$ cat src/rtl/ram_sdp_clr.sv
// ram_sdp_clr
//   Simple-dual-port RAM (one write port, one read port) on a single clock.
//   It has a clear sequencer that writes INIT_VAL to every word after reset or
//   on request. Other features:
//     - a selectable same-address read-during-write policy
//     - an optional output register
//     - a read-valid strobe
//     - out-of-range address detection on both ports
//
// Ports
//   clk_i        clock, all logic on posedge
//   rst_ni       asynchronous active-low reset
//   clr_req_i    1-cycle request to re-clear the array (honoured only in RUN)
//   clr_busy_o   high while the clear sequence runs; the ports are ignored then
//   we_i         write enable
//   waddr_i      write address
//   din_i        write data
//   re_i         read enable
//   raddr_i      read address
//   dout_o       read data; holds its value between reads
//   dout_vld_o   1-cycle strobe marking new dout_o
//   wr_drop_o    1-cycle pulse: write rejected (busy or waddr_i >= DEPTH)
//   rd_err_o     1-cycle pulse with dout_vld_o: raddr_i was >= DEPTH
module ram_sdp_clr #(
  parameter int               DATA_W   = 8,
  parameter int               ADDR_W   = 3,
  parameter int               DEPTH    = 8,
  parameter logic [DATA_W-1:0] INIT_VAL = '0,
  parameter int               RDW_MODE = 0,
  parameter int               OUT_REG  = 0
) (
  input  logic              clk_i,
  input  logic              rst_ni,
  input  logic              clr_req_i,
  output logic              clr_busy_o,
  input  logic              we_i,
  input  logic [ADDR_W-1:0] waddr_i,
  input  logic [DATA_W-1:0] din_i,
  input  logic              re_i,
  input  logic [ADDR_W-1:0] raddr_i,
  output logic [DATA_W-1:0] dout_o,
  output logic              dout_vld_o,
  output logic              wr_drop_o,
  output logic              rd_err_o
);

  typedef enum logic {ST_CLEAR, ST_RUN} state_e;

  // Address bounds, widened by one bit so DEPTH == 2**ADDR_W compares correctly.
  localparam logic [ADDR_W:0]   DEPTH_W  = (ADDR_W+1)'(DEPTH);
  localparam logic [ADDR_W-1:0] LAST_IDX = ADDR_W'(DEPTH-1);

  state_e            state_q;
  logic [ADDR_W-1:0] clr_cnt_q;
  logic              wr_drop_q;

  logic [DATA_W-1:0] mem [DEPTH];

  logic              run;
  logic              waddr_ok;
  logic              raddr_ok;
  logic              wr_fire;
  logic              rd_fire;
  logic              mem_we;
  logic [ADDR_W-1:0] mem_waddr;
  logic [DATA_W-1:0] mem_wdata;
  logic [DATA_W-1:0] rd_word;

  logic [DATA_W-1:0] rd_data_q;
  logic              rd_vld_q;
  logic              rd_err_q;

  assign run      = (state_q == ST_RUN);
  assign waddr_ok = ({1'b0, waddr_i} < DEPTH_W);
  assign raddr_ok = ({1'b0, raddr_i} < DEPTH_W);
  assign wr_fire  = run && we_i && waddr_ok;
  assign rd_fire  = run && re_i;

  // The clear sequencer owns the write port for the whole CLEAR state.
  always_comb begin
    mem_we    = 1'b0;
    mem_waddr = waddr_i;
    mem_wdata = din_i;
    if (!run) begin
      mem_we    = 1'b1;
      mem_waddr = clr_cnt_q;
      mem_wdata = INIT_VAL;
    end else if (wr_fire) begin
      mem_we = 1'b1;
    end
  end

  always_ff @(posedge clk_i) begin
    if (mem_we) begin
      mem[mem_waddr] <= mem_wdata;
    end
  end

  // Read word selection.
  // - Out-of-range addresses read as zero.
  // - With RDW_MODE=1, a same-address write in the same cycle is forwarded.
  // - Otherwise the array read returns the contents from before this edge's write.
  always_comb begin
    rd_word = '0;
    if (raddr_ok) begin
      if ((RDW_MODE == 1) && wr_fire && (waddr_i == raddr_i)) begin
        rd_word = din_i;
      end else begin
        rd_word = mem[raddr_i];
      end
    end
  end

  // Control FSM with the clear counter.
  always_ff @(posedge clk_i or negedge rst_ni) begin
    if (!rst_ni) begin
      state_q   <= ST_CLEAR;
      clr_cnt_q <= '0;
      wr_drop_q <= 1'b0;
    end else begin
      wr_drop_q <= we_i && (!run || !waddr_ok);
      case (state_q)
        ST_CLEAR: begin
          if (clr_cnt_q == LAST_IDX) begin
            state_q   <= ST_RUN;
            clr_cnt_q <= '0;
          end else begin
            clr_cnt_q <= clr_cnt_q + ADDR_W'(1);
          end
        end
        default: begin
          if (clr_req_i) begin
            state_q   <= ST_CLEAR;
            clr_cnt_q <= '0;
          end
        end
      endcase
    end
  end

  // First read stage; data register only loads on an accepted read so dout holds.
  always_ff @(posedge clk_i or negedge rst_ni) begin
    if (!rst_ni) begin
      rd_data_q <= '0;
      rd_vld_q  <= 1'b0;
      rd_err_q  <= 1'b0;
    end else begin
      rd_vld_q <= rd_fire;
      rd_err_q <= rd_fire && !raddr_ok;
      if (rd_fire) begin
        rd_data_q <= rd_word;
      end
    end
  end

  generate
    if (OUT_REG != 0) begin : g_out_reg
      logic [DATA_W-1:0] dout2_q;
      logic              vld2_q;
      logic              err2_q;

      always_ff @(posedge clk_i or negedge rst_ni) begin
        if (!rst_ni) begin
          dout2_q <= '0;
          vld2_q  <= 1'b0;
          err2_q  <= 1'b0;
        end else begin
          vld2_q <= rd_vld_q;
          err2_q <= rd_err_q;
          if (rd_vld_q) begin
            dout2_q <= rd_data_q;
          end
        end
      end

      assign dout_o     = dout2_q;
      assign dout_vld_o = vld2_q;
      assign rd_err_o   = err2_q;
    end else begin : g_no_out_reg
      assign dout_o     = rd_data_q;
      assign dout_vld_o = rd_vld_q;
      assign rd_err_o   = rd_err_q;
    end
  endgenerate

  assign clr_busy_o = (state_q == ST_CLEAR);
  assign wr_drop_o  = wr_drop_q;

endmodule
$ cat config.mk
export PLATFORM = sky130hd
export DESIGN_NAME = ram_sdp_clr
export DESIGN_NICKNAME = d
export VERILOG_FILES = /design/src/rtl/ram_sdp_clr.sv
export SDC_FILE = /design/constraint.sdc
export NUM_CORES = 1
export LEC_CHECK = 0
export CORE_MARGIN = 1.5
export CORE_UTILIZATION = 50
export CTS_BUF_LIST = sky130_fd_sc_hd__clkbuf_8
export CTS_CLUSTER_SIZE = 30
export DETAILED_ROUTE_END_ITERATION = 12
export HOLD_SLACK_MARGIN = 0.12
export PLACE_DENSITY = 0.77
export SKIP_LAST_GASP = 1
export SLEW_MARGIN = 20
export SYNTH_ARGS = -nofsm -noshare
export SYNTH_HDL_FRONTEND = slang
export SYNTH_SLANG_ARGS = --single-unit
$ cat constraint.sdc
create_clock -name clk_i -period 1.58 [get_ports clk_i]
set_clock_uncertainty 0.05 [all_clocks]
set_input_delay 0.474 -clock clk_i [delete_from_list [all_inputs] [get_ports clk_i]]
set_output_delay 0.474 -clock clk_i [all_outputs]
set_load 0.005 [all_outputs]
==> results of run 1 <==
==> how the worst min path moves through the flow <==
stage                   start            to  slack [ns]  cells after the start
floorplan              rst_ni  clr_cnt_q[0]        0.13                      0
global placement    dout_o[5]     dout_o[5]        0.41                      2
detailed placement  dout_o[7]     dout_o[7]        0.42                      2
CTS                    rst_ni     dout_o[7]        0.40                      2
global route           rst_ni     dout_o[7]        0.42                      2
finish                 rst_ni     dout_o[2]        0.40                      2
==> placed cells by master, fill, tap and decap left out, drive strengths merged <==
master and count:
a22oi 1, a2bb2oi 1, nand2b 1, clkbuf 10, nor2b 3, ha 2, dlygate4sd2 13, conb 1
or3 1, a21oi 2, nand2 14, o31ai 8, o22ai 8, mux2 16, and3 1, dlymetal6s2s 2
a22o 8, a31oi 1, clkdlybuf4s50 13, o2bb2ai 2, and2 8, nor2 13, buf 30, dfrtp 14
o21ai 1, edfxtp 64, a32oi 2, inv 10, clkinv 2, mux2i 16
==> per-stage QoR <==
step | utilization (%) | area [µm²] | hold slack (ns) | power, mW
floorplan | - | 3278 | 0.1284 | 4.112
global placement | 57.81 | 3671 | 0.4123 | 4.851
detailed placement | 57.81 | 3671 | 0.4215 | 4.961
CTS | 62.82 | 3989 | 0.4028 | 6.374
global route | 64.63 | 4104 | 0.4248 | 6.999
finish | 64.63 | 4104 | 0.3986 | 6.652
==> power by group through the flow <==
stage | Combinational, mW | Clock [mW] | Sequential (mW)
after global placement | 1.67 | 0 | 3.18
after floorplan | 0.948 | 0 | 3.16
after global routing | 2.45 | 1.32 | 3.23
final | 2.27 | 1.20 | 3.18
after CTS | 2.01 | 1.20 | 3.16
after detailed placement | 1.74 | 0 | 3.22
==> cells by family after synthesis <==
kind of cell,Yosys count,synth area share [%]
flops,78,69.37
other cells,1,0.1145
fa+ha+maj,2,0.7638
buf+inv,16,5.653
mux,32,10.39
simple gates,41,5.845
compound gates,34,7.869
==> critical path: cells and delay by family (launching register included) <==
| family | cells | cell delay [ns] |
|---|---|---|
| AND/OR/NAND/NOR | 2 | 0.35 |
| AO/OA/AOI/OAI | 1 | 0.12 |
| flip-flops | 1 | 0.45 |
| buffers and inverters | 2 | 0.31 |
==> timing repair <==
item | CTS | global route
buffers inserted | 9 | 3
setup endpoints to repair | 83 | 68
cloned | 1 | 0
gates resized for setup | 36 | 25
endpoints found under the hold margin | 0 | 0
pin swaps | 1 | 5
==> cell type report <==
| type | count | share of cell area (%) |
|---|---|---|
| repair buffers | 59 | 14.70 |
| clock inverters | 7 | 0.7012 |
| clock buffers | 9 | 3.018 |
| well taps | 77 | 2.348 |
| flip-flops and latches | 78 | 55.40 |
| multi-input cells | 110 | 23.38 |
| inverters | 5 | 0.4573 |
==> per-layer routing <==
layer / vias up / part of all wire [%] / GRT usage [%]
li1: 890 / - / -
met1: 987 / 43 / 27.21
met2: 61 / 51 / 29.69
met3: 5 / 4.8 / 4.451
met4: 0 / 0.91 / 7.750
met5: - / 0 / 0
==> registers in the layout (all words and copies together), names as in the netlist <==
signal	cells
mem	64
run	1
wr_drop_o	1
clr_cnt_q	3
dout_o	8
dout_vld_o	1
==> metrics.md, run 1 <==
| Metric | Value |
|---|---|
| Result of the run | `complete, but fails checks` |
| Violated checks | `negative setup slack` |
| Htree depth | `3` |
| RSZ-0062 raised after global routing | `true` |
| Element type at the critical path start | `register` |
| Count of TritonRoute iterations in the first routing pass | `4` |
| Period minus WS final | `1.583 ns` |
| Number of vias per cell after detailed routing | `5.632` |
| Post-place setup slack | `-0.7431 ns` |
| Routed wirelength normalized by instance count | `19.14 µm` |
| Starting density of the core | `51.59%` |
| Residual overflow from global routing | `0` |
| Startpoint of the lowest-slack register-to-register path | `run` |
| CTS root buffer | `clkbuf_8` |
| Fraction of power spent switching nets | `30.90%` |
| Share of total power in sequential cells | `between 40 and 50%` |
| Sinks on Clock Net | `around 80` |
| Gate count of the mapped netlist | `204` |
| Global-route total usage across every layer | `roughly a fifth` |
| Antenna diodes | `0` |
| Max IR drop VDD | `0.8543 mV` |
| Proportion of power drawn by combinational gates | `roughly a third` |
| Number of max-cap violations | `0` |
| Multi-input gate area in the final layout | `959.7 µm²` |
| Cell type with the highest occurrence count on the critical path | `buf_6` |
| Pwr dens | `1621 mW/mm²` |
| Number of nets in the synthesized netlist | `225` |
| Layout overhead on the synthesized area | `25.29%` |
| Clock power share | `between 10% and 20%` |
| Crit-path slowest cell | `dfrtp_2` |
| GP Congestion | `0.7053` |
| Dominant cell type by area after synthesis | `edfxtp_1` |
| Reg-to-reg critical path endpoint | `mem[6][2]` |
| Maximum number of pins on one net before global-route repair | `18` |
| Crit path from | `run` |
| Commonest cells in the synthesized netlist | `64 x edfxtp_1, 16 x mux2_2, 16 x mux2i_1, 14 x dfrtp_1` |
| Worst-case clock buffer depth | `2` |
| Vias in the first global route | `1877` |
| Worst Path Arrival | `1.58 ns` |
| Maximum clock frequency | `about 0.63 GHz` |
| Die Span X | `83.94 µm` |
| Worst path max stage delay | `0.45 ns` |
| CP Capture Point | `mem[6][2]` |
| Number of placed cells counting well taps | `317` |
| Flip-flop and latch count after synthesis | `78` |
| Final setup violating endpoints | `2` |
| Cell Area, Synth | `0.003276 mm²` |
| CTS tree | `yes` |
| Most instantiated library cell after synthesis | `edfxtp_1` |
| Post-DRT Antenna Nets | `0` |
| Total DRC errors in the routed layout | `0` |
| R2R Setup Slk | `-0.003 ns` |
| Layout net count | `between 200 and 300` |
| Lkg Pwr | `1.614 nW` |
| Yosys synthesis warning count | `0` |
| Detailed placement HPWL | `around 4 mm` |
| Internal power contribution | `4.597 mW` |
| Total of fill cells in the finished design | `423` |
| Data required time at the worst endpoint | `1.57 ns` |
| Maximum fanout along the worst path | `8` |
| Die extent in y | `83.94 µm` |
| Synth top area share | `approximately three fifths` |
| Setup Crit Path Kind | `reg -> reg` |
| Clock-pin slew on the worst setup and hold paths | `0.08 ns` |
| Final worst-path setup slack | `-0.002658 ns` |
| Layout cells sized above 1 | `30.97%` |
| Critical-path cell list | `buf_6 -> nor2b_4 -> a32oi_2 -> nor2_2 -> buf_6` |
| Psw | `2.055 mW` |
| First-pass GRT wire length | `10.16 mm` |
| Port buffer count | `29` |
| Total Die Area | `0.007046 mm²` |
| Dominant register cell in the synthesized netlist | `edfxtp_1` |
| Sequential cell area fraction in the yosys report | `between 60 and 70%` |
| Kind of capture point of the worst setup path | `register` |
| Crit share post-route | `100.2%` |
| Setup TNS Final | `-0.005221 ns` |
| Number of enable-type register cells in the synthesized netlist | `64` |
| Filler-free cell count of the finished design | `about 350` |
| Detailed Route WL | `6.602 mm` |
| Standard-cell row count | `29` |
| Number of different library cells in the post-synthesis netlist | `34` |
| Clock latency of the later-clocked register in the worst-skew pair | `0.33 ns` |
| HP Class | `in -> async` |
| Antenna violations before repair | `0` |
| Final Max Tran Viols | `0` |
| Cell depth of the worst flop-to-flop path | `5` |
| Total clock buffers created by CTS | `9` |
| Sequential cell area | `0.002273 mm²` |
| Async SR Flop Fraction | `between 10% and 20%` |
| Hold violation total from the final report | `0` |
| Initial detailed-routing violation count | `164` |
| Avg Synthesized Cell Area | `~16 µm²` |
| I/O pin count | `31` |
| Core area | `roughly 0.0063 mm²` |
| Number of vias in the routed layout | `between 1500 and 2000` |
| Leading post-synthesis cells by cell area | `edfxtp_1 59%, dfrtp_1 11%, mux2_2 5.5%` |
| Cts hold-fix bufs | `0` |
No activity file was read; power rests on OpenSTA's default activity.
==> run 2: changes to the inputs <==
--- a/config.mk
+++ b/config.mk
@@ -12,6 +12,7 @@
 export DETAILED_ROUTE_END_ITERATION = 12
 export HOLD_SLACK_MARGIN = 0.12
 export PLACE_DENSITY = 0.77
+export SETUP_SLACK_MARGIN = 0.4
 export SKIP_LAST_GASP = 1
 export SLEW_MARGIN = 20
 export SYNTH_ARGS = -nofsm -noshare
==> run 2 against run 1 <==
  * Sequential share of layout area is 4.3 points lower
  * Clock-buffer cell count stayed put
  * Clock power is 18% higher
  * Total power is 13% higher
  * Largest cell class unchanged
  * Wire length is 11% higher
  * Non-clock buffer count is 17 higher
  * Worst setup slack worse by 0.025 ns
  * The flow still finishes with violations (negative setup slack)
  * Cell count is 4.9% higher
==> metrics.md, run 2 (same netlist as run 1, synthesis figures left out) <==
| Metric | Value |
|---|---|
| Top register by number of flip-flops | `mem` |
| Max IR drop VDD | `1.151 mV (+35%)` |
| Standard-cell row count | `29 (unchanged)` |
| Most common cell after layout, fill and taps aside | `edfxtp_1` |
| CTS root buffer | `clkbuf_8` |
| Setup Crit Path Kind | `reg -> reg` |
| Maximum number of pins on one net before global-route repair | `18 (unchanged)` |
| Element type at the critical path start | `register` |
| Antenna diodes | `0 (unchanged)` |
| PnR Total Power | `7.496 mW (+13%)` |
| Layout overhead on the synthesized area | `35.98%` |
| Maximum fanout along the worst path | `8 (unchanged)` |
| Residual overflow from global routing | `0 (unchanged)` |
| Core area | `0.006350 mm² (unchanged)` |
| Crit-path slowest cell | `dfrtp_2` |
| Period minus WS final | `1.608 ns (+0.02505 ns)` |
| Total DRC errors in the routed layout | `0 (unchanged)` |
| CTS tree | `yes` |
| Total clock buffers created by CTS | `9 (unchanged)` |
| Number of placed cells counting well taps | `325 (+2.5%)` |
| Number of vias in the routed layout | `2058 (+5.9%)` |
| Multi-input gate area in the final layout | `0.001129 mm² (+18%)` |
| Cts hold-fix bufs | `0 (unchanged)` |
| Final Max Tran Viols | `0 (unchanged)` |
| R2R Setup Slk | `-0.03 ns (-0.03 ns)` |
| Detailed Route WL | `7.344 mm (+11%)` |
| Data required time at the worst endpoint | `1.64 ns (+0.07 ns)` |
| Flip-flop count of the largest register after layout | `64 (unchanged)` |
| Crit path from | `run` |
| Clock latency of the later-clocked register in the worst-skew pair | `0.34 ns (about the same)` |
| HP Class | `in -> async` |
| RSZ-0062 raised after global routing | `true` |
| Cell Area, Placed | `0.003934 mm² (+7.2%)` |
| Number of max-cap violations | `0 (unchanged)` |
| Critical-path cell list | `buf_6 -> buf_6 -> buf_6 -> a32oi_4 -> nor2_4 -> buf_12` |
| Worst Path Arrival | `1.67 ns (+0.09 ns)` |
| Initial detailed-routing violation count | `150 (-8.5%)` |
| Post-DRT Antenna Nets | `0 (unchanged)` |
| Utilization after layout | `70.15% (+5.5 points)` |
| Detailed placement HPWL | `4.338 mm (+9.1%)` |
| Worst path max stage delay | `0.41 ns (-0.04 ns)` |
| Antenna violations before repair | `0 (unchanged)` |
| Sinks on Clock Net | `78 (unchanged)` |
| GP Congestion | `0.7207 (+2.2%)` |
| Total Die Area | `0.007046 mm² (unchanged)` |
| Setup TNS Final | `-0.3609 ns (-0.3557 ns)` |
| Global-route total usage across every layer | `21.27% (+1.8 points)` |
| Pwr dens | `1683 mW/mm² (+3.8%)` |
| Startpoint of the lowest-slack register-to-register path | `run` |
| Layout cells sized above 1 | `47.72% (+17 points)` |
| Filler-free cell count of the finished design | `362 (+4.9%)` |
| Layout net count | `301 (+6.0%)` |
| Worst-case clock buffer depth | `2 (unchanged)` |
| Hold violation total from the final report | `0 (unchanged)` |
| Kind of capture point of the worst setup path | `register` |
| Final worst-path setup slack | `-0.02771 ns (-0.02505 ns)` |
| Die extent in y | `83.94 µm (unchanged)` |
| Final setup violating endpoints | `16 (+14)` |
| Sequential cell area | `0.002275 mm² (about the same)` |
| Crit share post-route | `101.8% (+1.6 points)` |
| Vias in the first global route | `1991 (+6.1%)` |
| Result of the run | `complete, but fails checks` |
| Clock-pin slew on the worst setup and hold paths | `0.08 ns (about the same)` |
| Die Span X | `83.94 µm (unchanged)` |
| Top library cells by usage in the layout, fill and taps aside | `64 x edfxtp_1, 29 x buf_4, 16 x mux2i_1` |
| Lkg Pwr | `1.725 nW (+6.9%)` |
| Starting density of the core | `51.59% (unchanged)` |
| Total of fill cells in the finished design | `399 (-5.7%)` |
| Count of TritonRoute iterations in the first routing pass | `4 (unchanged)` |
| Cell type with the highest occurrence count on the critical path | `buf_6` |
| Maximum clock frequency | `0.6220 GHz (-1.6%)` |
| Htree depth | `3 (unchanged)` |
| Routed wirelength normalized by instance count | `20.29 µm (+6.0%)` |
| Port buffer count | `29 (unchanged)` |
| Post-place setup slack | `-0.4639 ns (+0.2792 ns)` |
| Finished Cell Area | `0.004454 mm² (+8.5%)` |
| Violated checks | `negative setup slack` |
| Number of vias per cell after detailed routing | `5.685 (+0.94%)` |
| Worst Hold Margin | `0.3982 ns (-0.0004420 ns)` |
| First-pass GRT wire length | `10.84 mm (+6.7%)` |
| I/O pin count | `31 (unchanged)` |
run 2: cell types whose count changed in the layout (fill, tap and decap cells not counted), moves of 4 or more:
cell           delta
inv_1             -4
o22ai_2           +4
and2_4            +8
o31ai_1           -4
and2_1            -8
nor2_4            +4
o31ai_2           +4
dlygate4sd2_1    -11
buf_2            +11
buf_12            +4
o22ai_1           -4
buf_4            +13
run 2: repair_timing:
item / 4_1_cts / 5_1_grt
buffers inserted: 12 / 7
pin swaps: 5 / 5
endpoints found under the setup margin: 149 / 151
cloned: 1 / 1
resized for setup: 84 / 22
run 2: worst paths after layout:
check	end	cells past startpoint
max reg2reg	mem[6][4]	6
min in group clk_i	dout_o[6]	2
min reg2reg	dout_o[6]	2
min	dout_o[3]	2
max	mem[6][4]	6
max in group asynchronous	clr_cnt_q[0]	2
run 2: cell type report:
| class | count | share of cell area, % |
|---|---|---|
| clock inverters | 7 | 1.489 |
| flip-flops and latches | 78 | 51.07 |
| multi-input cells | 110 | 25.34 |
| well taps | 77 | 2.163 |
| inverters | 5 | 0.4213 |
| repair buffers | 76 | 16.74 |
| clock buffers | 9 | 2.781 |
run 2: critical path, delay by kind of cell (launching register included):
kind	cells	cell delay, ns
flops	1	0.41
compound gates	1	0.30
buf+inv	4	0.54
simple gates	1	0.06
run 2: metal layers:
layer,up-vias,share of wire [%],GRT usage [%],routed length [µm]
met3,19,6.0,5.143,440
met4,0,3.1,9.389,225
met2,82,52,35.12,3807
met1,1026,39,26.81,2870
met5,-,0,0,0
li1,931,-,-,-
run 2: power breakdown:
group / leakage, nW / switching (mW) / total [mW] / internal [mW]
registers: 0.771 / 0.218 / 3.18 / 2.97
clock network: 0.0941 / 0.700 / 1.42 / 0.718
logic: 0.860 / 1.43 / 2.89 / 1.47
==> run 3: changes to the inputs <==
--- a/config.mk
+++ b/config.mk
@@ -8,7 +8,7 @@
 export CORE_MARGIN = 1.5
 export CORE_UTILIZATION = 50
 export CTS_BUF_LIST = sky130_fd_sc_hd__clkbuf_8
-export CTS_CLUSTER_SIZE = 30
+export CTS_CLUSTER_SIZE = 20
 export DETAILED_ROUTE_END_ITERATION = 12
 export HOLD_SLACK_MARGIN = 0.12
 export PLACE_DENSITY = 0.77
==> results of run 3 <==
Final layout, timing and power as in run 2 (identical DEF).
